**src/rtl/multicycle_control_if.sv**
```systemverilog
// Control bundle between the multicycle sequencer (master) and the datapath (slave).
// Optional memory ready handshake under MULTICYCLE_CTRL_MEM_READY_EN.
interface multicycle_control_if #(
  parameter int unsigned RETIRE_W = 32
);
  logic [6:0]          opcode;
  logic                zero;
`ifdef MULTICYCLE_CTRL_MEM_READY_EN
  logic                mem_ready;
`endif
  logic                pc_write;
  logic                adr_src;
  logic                mem_write;
  logic                ir_write;
  logic [1:0]          result_sel;
  logic [1:0]          alu_src_a;
  logic [1:0]          alu_src_b;
  logic [1:0]          alu_op;
  logic                reg_write;
  logic                branch;
  logic                illegal_op;
  logic [RETIRE_W-1:0] instret;

  modport master (
    input  opcode, zero,
`ifdef MULTICYCLE_CTRL_MEM_READY_EN
    input  mem_ready,
`endif
    output pc_write, adr_src, mem_write, ir_write, result_sel,
    output alu_src_a, alu_src_b, alu_op, reg_write, branch,
    output illegal_op, instret
  );

  modport slave (
    output opcode, zero,
`ifdef MULTICYCLE_CTRL_MEM_READY_EN
    output mem_ready,
`endif
    input  pc_write, adr_src, mem_write, ir_write, result_sel,
    input  alu_src_a, alu_src_b, alu_op, reg_write, branch,
    input  illegal_op, instret
  );
endinterface

```
**src/rtl/multicycle_control.sv**
```systemverilog
// Moore sequencing FSM for the multicycle RV32I core plus retired-instruction counter.
// Define MULTICYCLE_CTRL_MEM_READY_EN to stall FETCH/MEM_RD/MEM_WR on mem_ready.
module multicycle_control #(
  parameter int unsigned RETIRE_W = 32
) (
  input  logic                 clk,
  input  logic                 rst_n,
  multicycle_control_if.master ctrl
);

  localparam logic [3:0] S_IDLE   = 4'd0;
  localparam logic [3:0] S_FETCH  = 4'd1;
  localparam logic [3:0] S_DECODE = 4'd2;
  localparam logic [3:0] S_MEMADR = 4'd3;
  localparam logic [3:0] S_MEM_RD = 4'd4;
  localparam logic [3:0] S_MEM_WB = 4'd5;
  localparam logic [3:0] S_MEM_WR = 4'd6;
  localparam logic [3:0] S_EXEC_R = 4'd7;
  localparam logic [3:0] S_EXEC_I = 4'd8;
  localparam logic [3:0] S_JAL    = 4'd9;
  localparam logic [3:0] S_ALU_WB = 4'd10;
  localparam logic [3:0] S_BRANCH = 4'd11;

  localparam logic [6:0] OP_LOAD   = 7'b0000011;
  localparam logic [6:0] OP_STORE  = 7'b0100011;
  localparam logic [6:0] OP_R      = 7'b0110011;
  localparam logic [6:0] OP_I      = 7'b0010011;
  localparam logic [6:0] OP_JAL    = 7'b1101111;
  localparam logic [6:0] OP_BRANCH = 7'b1100011;

  logic [3:0]          state;
  logic [3:0]          state_nxt;
  logic                retire;
  logic                ready;
  logic [RETIRE_W-1:0] instret;

  logic       pc_write;
  logic       adr_src;
  logic       mem_write;
  logic       ir_write;
  logic [1:0] result_sel;
  logic [1:0] alu_src_a;
  logic [1:0] alu_src_b;
  logic [1:0] alu_op;
  logic       reg_write;
  logic       branch;
  logic       illegal_op;

`ifdef MULTICYCLE_CTRL_MEM_READY_EN
  assign ready = ctrl.mem_ready;
`else
  assign ready = 1'b1;
`endif

  // State register; reset lands in IDLE so every output decodes to 0 immediately.
  always_ff @(posedge clk or negedge rst_n) begin
    if (!rst_n) begin
      state <= S_IDLE;
    end else begin
      state <= state_nxt;
    end
  end

  // Retired-instruction counter, wraps naturally.
  always_ff @(posedge clk or negedge rst_n) begin
    if (!rst_n) begin
      instret <= '0;
    end else if (retire) begin
      instret <= instret + RETIRE_W'(1);
    end
  end

  // Next-state and state-decoded outputs.
  always_comb begin
    state_nxt  = state;
    retire     = 1'b0;
    pc_write   = 1'b0;
    adr_src    = 1'b0;
    mem_write  = 1'b0;
    ir_write   = 1'b0;
    result_sel = 2'd0;
    alu_src_a  = 2'd0;
    alu_src_b  = 2'd0;
    alu_op     = 2'd0;
    reg_write  = 1'b0;
    branch     = 1'b0;
    illegal_op = 1'b0;

    case (state)
      S_IDLE: begin
        state_nxt = S_FETCH;
      end
      S_FETCH: begin
        alu_src_a  = 2'd0;
        alu_src_b  = 2'd2;
        result_sel = 2'd2;
        if (ready) begin
          ir_write  = 1'b1;
          pc_write  = 1'b1;
          state_nxt = S_DECODE;
        end
      end
      S_DECODE: begin
        alu_src_a = 2'd1;
        alu_src_b = 2'd1;
        case (ctrl.opcode)
          OP_LOAD, OP_STORE: state_nxt = S_MEMADR;
          OP_R:              state_nxt = S_EXEC_R;
          OP_I:              state_nxt = S_EXEC_I;
          OP_JAL:            state_nxt = S_JAL;
          OP_BRANCH:         state_nxt = S_BRANCH;
          default: begin
            illegal_op = 1'b1;
            state_nxt  = S_FETCH;
          end
        endcase
      end
      S_MEMADR: begin
        alu_src_a = 2'd2;
        alu_src_b = 2'd1;
        state_nxt = (ctrl.opcode == OP_LOAD) ? S_MEM_RD : S_MEM_WR;
      end
      S_MEM_RD: begin
        adr_src = 1'b1;
        if (ready) begin
          state_nxt = S_MEM_WB;
        end
      end
      S_MEM_WB: begin
        result_sel = 2'd1;
        reg_write  = 1'b1;
        retire     = 1'b1;
        state_nxt  = S_FETCH;
      end
      S_MEM_WR: begin
        adr_src   = 1'b1;
        mem_write = 1'b1;
        if (ready) begin
          retire    = 1'b1;
          state_nxt = S_FETCH;
        end
      end
      S_EXEC_R: begin
        alu_src_a = 2'd2;
        alu_src_b = 2'd0;
        alu_op    = 2'd2;
        state_nxt = S_ALU_WB;
      end
      S_EXEC_I: begin
        alu_src_a = 2'd2;
        alu_src_b = 2'd1;
        alu_op    = 2'd2;
        state_nxt = S_ALU_WB;
      end
      S_JAL: begin
        alu_src_a = 2'd1;
        alu_src_b = 2'd2;
        pc_write  = 1'b1;
        state_nxt = S_ALU_WB;
      end
      S_ALU_WB: begin
        reg_write = 1'b1;
        retire    = 1'b1;
        state_nxt = S_FETCH;
      end
      S_BRANCH: begin
        alu_src_a = 2'd2;
        alu_src_b = 2'd0;
        alu_op    = 2'd1;
        branch    = 1'b1;
        retire    = 1'b1;
        state_nxt = S_FETCH;
      end
      default: begin
        state_nxt = S_FETCH;
      end
    endcase
  end

  assign ctrl.pc_write   = pc_write;
  assign ctrl.adr_src    = adr_src;
  assign ctrl.mem_write  = mem_write;
  assign ctrl.ir_write   = ir_write;
  assign ctrl.result_sel = result_sel;
  assign ctrl.alu_src_a  = alu_src_a;
  assign ctrl.alu_src_b  = alu_src_b;
  assign ctrl.alu_op     = alu_op;
  assign ctrl.reg_write  = reg_write;
  assign ctrl.branch     = branch;
  assign ctrl.illegal_op = illegal_op;
  assign ctrl.instret    = instret;

endmodule

```
**src/flat_wrapper.sv**
```systemverilog
// flat-port wrapper written by rule: the top's interface ports become plain ports
module multicycle_control_flat 
#(
  parameter int unsigned RETIRE_W = 32
)
  (clk, rst_n, ctrl_opcode, ctrl_zero, ctrl_pc_write, ctrl_adr_src, ctrl_mem_write, ctrl_ir_write, ctrl_result_sel, ctrl_alu_src_a, ctrl_alu_src_b, ctrl_alu_op, ctrl_reg_write, ctrl_branch, ctrl_illegal_op, ctrl_instret);
  multicycle_control_if #(.RETIRE_W(RETIRE_W)) ctrl_i ();
  input  logic clk;
  input  logic rst_n;
  input wire logic [$bits(ctrl_i.opcode)-1:0] ctrl_opcode;
  input wire logic [$bits(ctrl_i.zero)-1:0] ctrl_zero;
  output wire logic [$bits(ctrl_i.pc_write)-1:0] ctrl_pc_write;
  output wire logic [$bits(ctrl_i.adr_src)-1:0] ctrl_adr_src;
  output wire logic [$bits(ctrl_i.mem_write)-1:0] ctrl_mem_write;
  output wire logic [$bits(ctrl_i.ir_write)-1:0] ctrl_ir_write;
  output wire logic [$bits(ctrl_i.result_sel)-1:0] ctrl_result_sel;
  output wire logic [$bits(ctrl_i.alu_src_a)-1:0] ctrl_alu_src_a;
  output wire logic [$bits(ctrl_i.alu_src_b)-1:0] ctrl_alu_src_b;
  output wire logic [$bits(ctrl_i.alu_op)-1:0] ctrl_alu_op;
  output wire logic [$bits(ctrl_i.reg_write)-1:0] ctrl_reg_write;
  output wire logic [$bits(ctrl_i.branch)-1:0] ctrl_branch;
  output wire logic [$bits(ctrl_i.illegal_op)-1:0] ctrl_illegal_op;
  output wire logic [$bits(ctrl_i.instret)-1:0] ctrl_instret;
  assign ctrl_i.opcode = ctrl_opcode;
  assign ctrl_i.zero = ctrl_zero;
  assign ctrl_pc_write = ctrl_i.pc_write;
  assign ctrl_adr_src = ctrl_i.adr_src;
  assign ctrl_mem_write = ctrl_i.mem_write;
  assign ctrl_ir_write = ctrl_i.ir_write;
  assign ctrl_result_sel = ctrl_i.result_sel;
  assign ctrl_alu_src_a = ctrl_i.alu_src_a;
  assign ctrl_alu_src_b = ctrl_i.alu_src_b;
  assign ctrl_alu_op = ctrl_i.alu_op;
  assign ctrl_reg_write = ctrl_i.reg_write;
  assign ctrl_branch = ctrl_i.branch;
  assign ctrl_illegal_op = ctrl_i.illegal_op;
  assign ctrl_instret = ctrl_i.instret;
  multicycle_control #(.RETIRE_W(RETIRE_W)) u_core (.clk(clk), .rst_n(rst_n), .ctrl(ctrl_i));
endmodule
```
**config.mk**
```make
export PLATFORM = sky130hd
export DESIGN_NAME = multicycle_control_flat
export DESIGN_NICKNAME = d
export VERILOG_FILES = /design/src/rtl/multicycle_control_if.sv /design/src/rtl/multicycle_control.sv /design/src/flat_wrapper.sv
export SDC_FILE = /design/constraint.sdc
export NUM_CORES = 1
export LEC_CHECK = 0
export BUFFER_PORTS_ARGS = -buffer_cell sky130_fd_sc_hd__buf_2
export CAP_MARGIN = 20
export CORE_MARGIN = 1.5
export CORE_UTILIZATION = 35
export CTS_BUF_LIST = sky130_fd_sc_hd__clkbuf_8
export DETAILED_ROUTE_END_ITERATION = 7
export MAX_ROUTING_LAYER = met4
export PLACE_DENSITY = 0.65
export SYNTH_ARGS = -nofsm -noshare
export SYNTH_HDL_FRONTEND = slang
export SYNTH_SLANG_ARGS = --single-unit
```
**constraint.sdc**
```tcl
create_clock -name clk -period 3 [get_ports clk]
set_input_delay 0.75 -clock clk [delete_from_list [all_inputs] [get_ports clk]]
set_output_delay 0.75 -clock clk [all_outputs]
set_load 0.01 [all_outputs]
```
==> results.py <==
metrics = {
    "power": {
        "total_power_uw": 1650,
        "power.switching_uw": 644,
        "combPwrFrac_pct": 36.3,
        "p_clk_share_pct": 21.1,
        "internal-power_uw": 1000,
        "seq_power_share_pct": 42.5,
        "p_leak_uw": 0.00134,
        "pwr_density_cell_nw_per_um2": 649,
        "p_sw_share_pct": 39.2,
        "ir_worst_vdd_uv": 314,
    },
    "synthesis": {
        "ys_seq_elements": 36,
        "synth_nets": 231,
        "seq_area_frac_synth_pct": 42.1,
        "synth_warnings": 0,
        "synthCells": 220,
        "yosysUniqueCellTypes": 49,
        "synth_async_sr_flop_share_pct": 100,
        "synth-main-ff-cell": "dfrtp_1",
        "synth_edf_count": 0,
        "avgSynthCellArea_sq_um": 9.74,
        "netlist_area_sq_um": 2140,
    },
    "global_route": {
        "grt_overflow": 0,
        "antenna_found_initial": 0,
        "grt_pass1_vias": 1605,
        "grt_pass1_wl_mm": 7.58,
        "grt_max_degree": 37,
        "grt.total_usage_pct": 15.3,
    },
    "detailed_routing": {
        "drc_errors": 0,
        "highest_layer": "met4",
        "drtIter0Drc": 88,
        "vias": 1731,
        "final_antenna_net_count": 0,
        "wl_met1_mm": 2.15,
        "wl_met2_mm": 2.12,
        "route.met3.wl_microns": 158,
        "viasPerCell": 5.00,
        "drtPass1Iterations": 4,
        "wl_mm": 4.50,
        "wl_per_cell_microns": 13.0,
    },
    "clock_tree": {
        "path_clk_slew_ns": 0.07,
        "ctsHoldBuffers": 0,
        "cts_resized": 0,
        "h-tree-depth": 2,
        "cts-root-buf": "clkbuf_8",
        "cts_tree": "built",
        "postCtsSetupBuffers": 0,
        "clock_latency_ns": 0.29,
        "cts_made_buffers": 5,
        "clock_path_buffers": 2,
        "clock-sinks": 36,
    },
    "floorplanning": {
        "io_pins": 57,
        "design.core.area_sq_um": 5920,
        "die_w_microns": 81.2,
        "initial_core_util_pct": 36.2,
        "row_count": 28,
        "dieArea_sq_um": 6600,
        "fp.dieH_microns": 81.2,
    },
    "setup_path": {
        "cp.arrival_ns": 1.77,
        "worst_setup_path_start_kind": "register",
        "worstPathRequired_ns": 2.25,
        "worstPathMaxFanout": 18,
        "reg2reg_slack_ns": 0.92,
        "cp-startpoint": "u_core.state[1]",
        "r2r_start": "u_core.state[0]",
        "reg2reg_depth": 5,
        "r2r_end": "u_core.ctrl.instret[13]",
        "slowest_stage": "dfrtp_1",
        "setup.worst_path.class": "reg2out",
        "crit_path_end_kind": "output pin",
        "slowest_delay_ns": 0.67,
        "worstPathCellList": "nor2b_1 > nand2b_1 > nor4_1 > buf_2",
    },
    "sta": {
        "finalSetupViolations": 0,
        "fmax_mhz": 396,
        "tightest_slew_ns": 0.803,
        "fin_skew_ns": 0.00799,
        "finalHoldViolations": 0,
        "fin_crit_sh_pct": 84.1,
        "min_period_ns": 2.52,
        "rsz0062_at_grt": "no",
        "final.setup.tns_ns": 0,
        "finalWorstSetupSlack_ns": 0.478,
        "max_slew_margin_pct": 46.5,
        "slew_violations": 0,
    },
    "finish": {
        "nets": 281,
        "area_growth_pct": 18.3,
        "n_antenna_cell": 0,
        "fin_area_sq_um": 2530,
        "final_cell_mix": "55 x buf_2, 36 x dfrtp_1, 25 x xor2_1",
        "final_util_pct": 42.8,
        "drive_gt1_share_pct": 27.7,
        "final_common_cell": "buf_2",
    },
    "worst_hold_path": {
        "min_to": "u_core.ctrl.instret[31]",
        "hold_path.class": "reg2reg",
        "min_path_cells": 1,
        "hold_start": "u_core.ctrl.instret[31]",
    },
    "place": {
        "place_ws_ns": 0.544,
        "place_congestion": 0.780,
        "port_buffers": 55,
        "dp_hpwl_mm": 3.18,
        "post_dp_cell_area_sq_um": 2440,
    },
    "run_status": {
        "status": "finished, final reports clean",
    },
    "run": {
        "cap_violations": 0,
    },
}
[sequential cells by signal, indices dropped and copies added, names as in the netlist]
register	count
u_core.state	4
u_core.ctrl.instret	32
[power groups by stage]
| stage | clock [uW] | combinational (uW) | sequential (uW) |
|---|---|---|---|
| after CTS | 360 | 608 | 698 |
| after detailed placement | 0 | 607 | 706 |
| final | 348 | 598 | 700 |
| after global routing | 386 | 674 | 718 |
| after floorplan | 0 | 528 | 619 |
| after global placement | 0 | 601 | 703 |
[worst max-delay path, delay by kind of cell, from the launching register on]
kind,cells,cell delay [ns]
flip-flops,1,0.67
buffers and inverters,1,0.17
AND/OR/NAND/NOR,3,0.64
[kinds of logic after synthesis]
family / Yosys count / synth area share (%)
DFF: 36 / 42.1
AOI/OAI and AO/OA: 27 / 9.93
xor gates and xnor gates: 32 / 13.1
buffers and inverters: 23 / 5.55
adders and majority gates: 1 / 0.584
and+or+nand+nor: 101 / 28.8
[layout make-up]
type / instances / area, sq um
Clock buffer: 6 / 82.6
Clock inverter: 2 / 7.51
Fill cell: 602 / 3390
Inverter: 8 / 30.0
Multi-Input combinational cell: 161 / 1120
Sequential cell: 36 / 901
Tap cell: 75 / 93.8
Timing Repair Buffer: 58 / 298
[synthesized netlist by cell type, types with 4 or more instances]
cell | number | area share, %
nor4_1 | 9 | 2.6
nand3_1 | 11 | 2.6
inv_1 | 8 | 1.4
nand2b_1 | 5 | 1.5
a21oi_1 | 7 | 1.6
xnor2_1 | 7 | 2.9
nand2_1 | 15 | 2.6
clkbuf_1 | 6 | 1.1
and2_1 | 5 | 1.5
buf_4 | 4 | 1.4
xor2_1 | 25 | 10
and4_1 | 4 | 1.6
nor2_1 | 18 | 3.2
and3_1 | 4 | 1.2
dfrtp_1 | 36 | 42
nor3_1 | 12 | 2.8
[stage by stage]
stage | cells | hold slack [ns]
finish | 346 | 0.468
global route | 346 | 0.481
CTS | 346 | 0.466
detailed placement | 338 | 0.457
global placement | 338 | 0.452
floorplan | 220 | 0.454
[metal layers]
layer | vias to the layer above | track usage [%]
met5 | - | -
met4 | 0 | 5.52
met3 | 7 | 4.04
met2 | 31 | 22.6
met1 | 816 | 20.2
li1 | 877 | -
[how the worst max path moves through the flow]
stage	end	slack, ns
after global placement	ctrl_illegal_op	0.56
after global routing	ctrl_illegal_op	0.26
after floorplan	ctrl_illegal_op	0.76
after detailed placement	ctrl_illegal_op	0.54
final	ctrl_illegal_op	0.48
after CTS	ctrl_illegal_op	0.48
No activity file was read; power rests on OpenSTA's default activity.
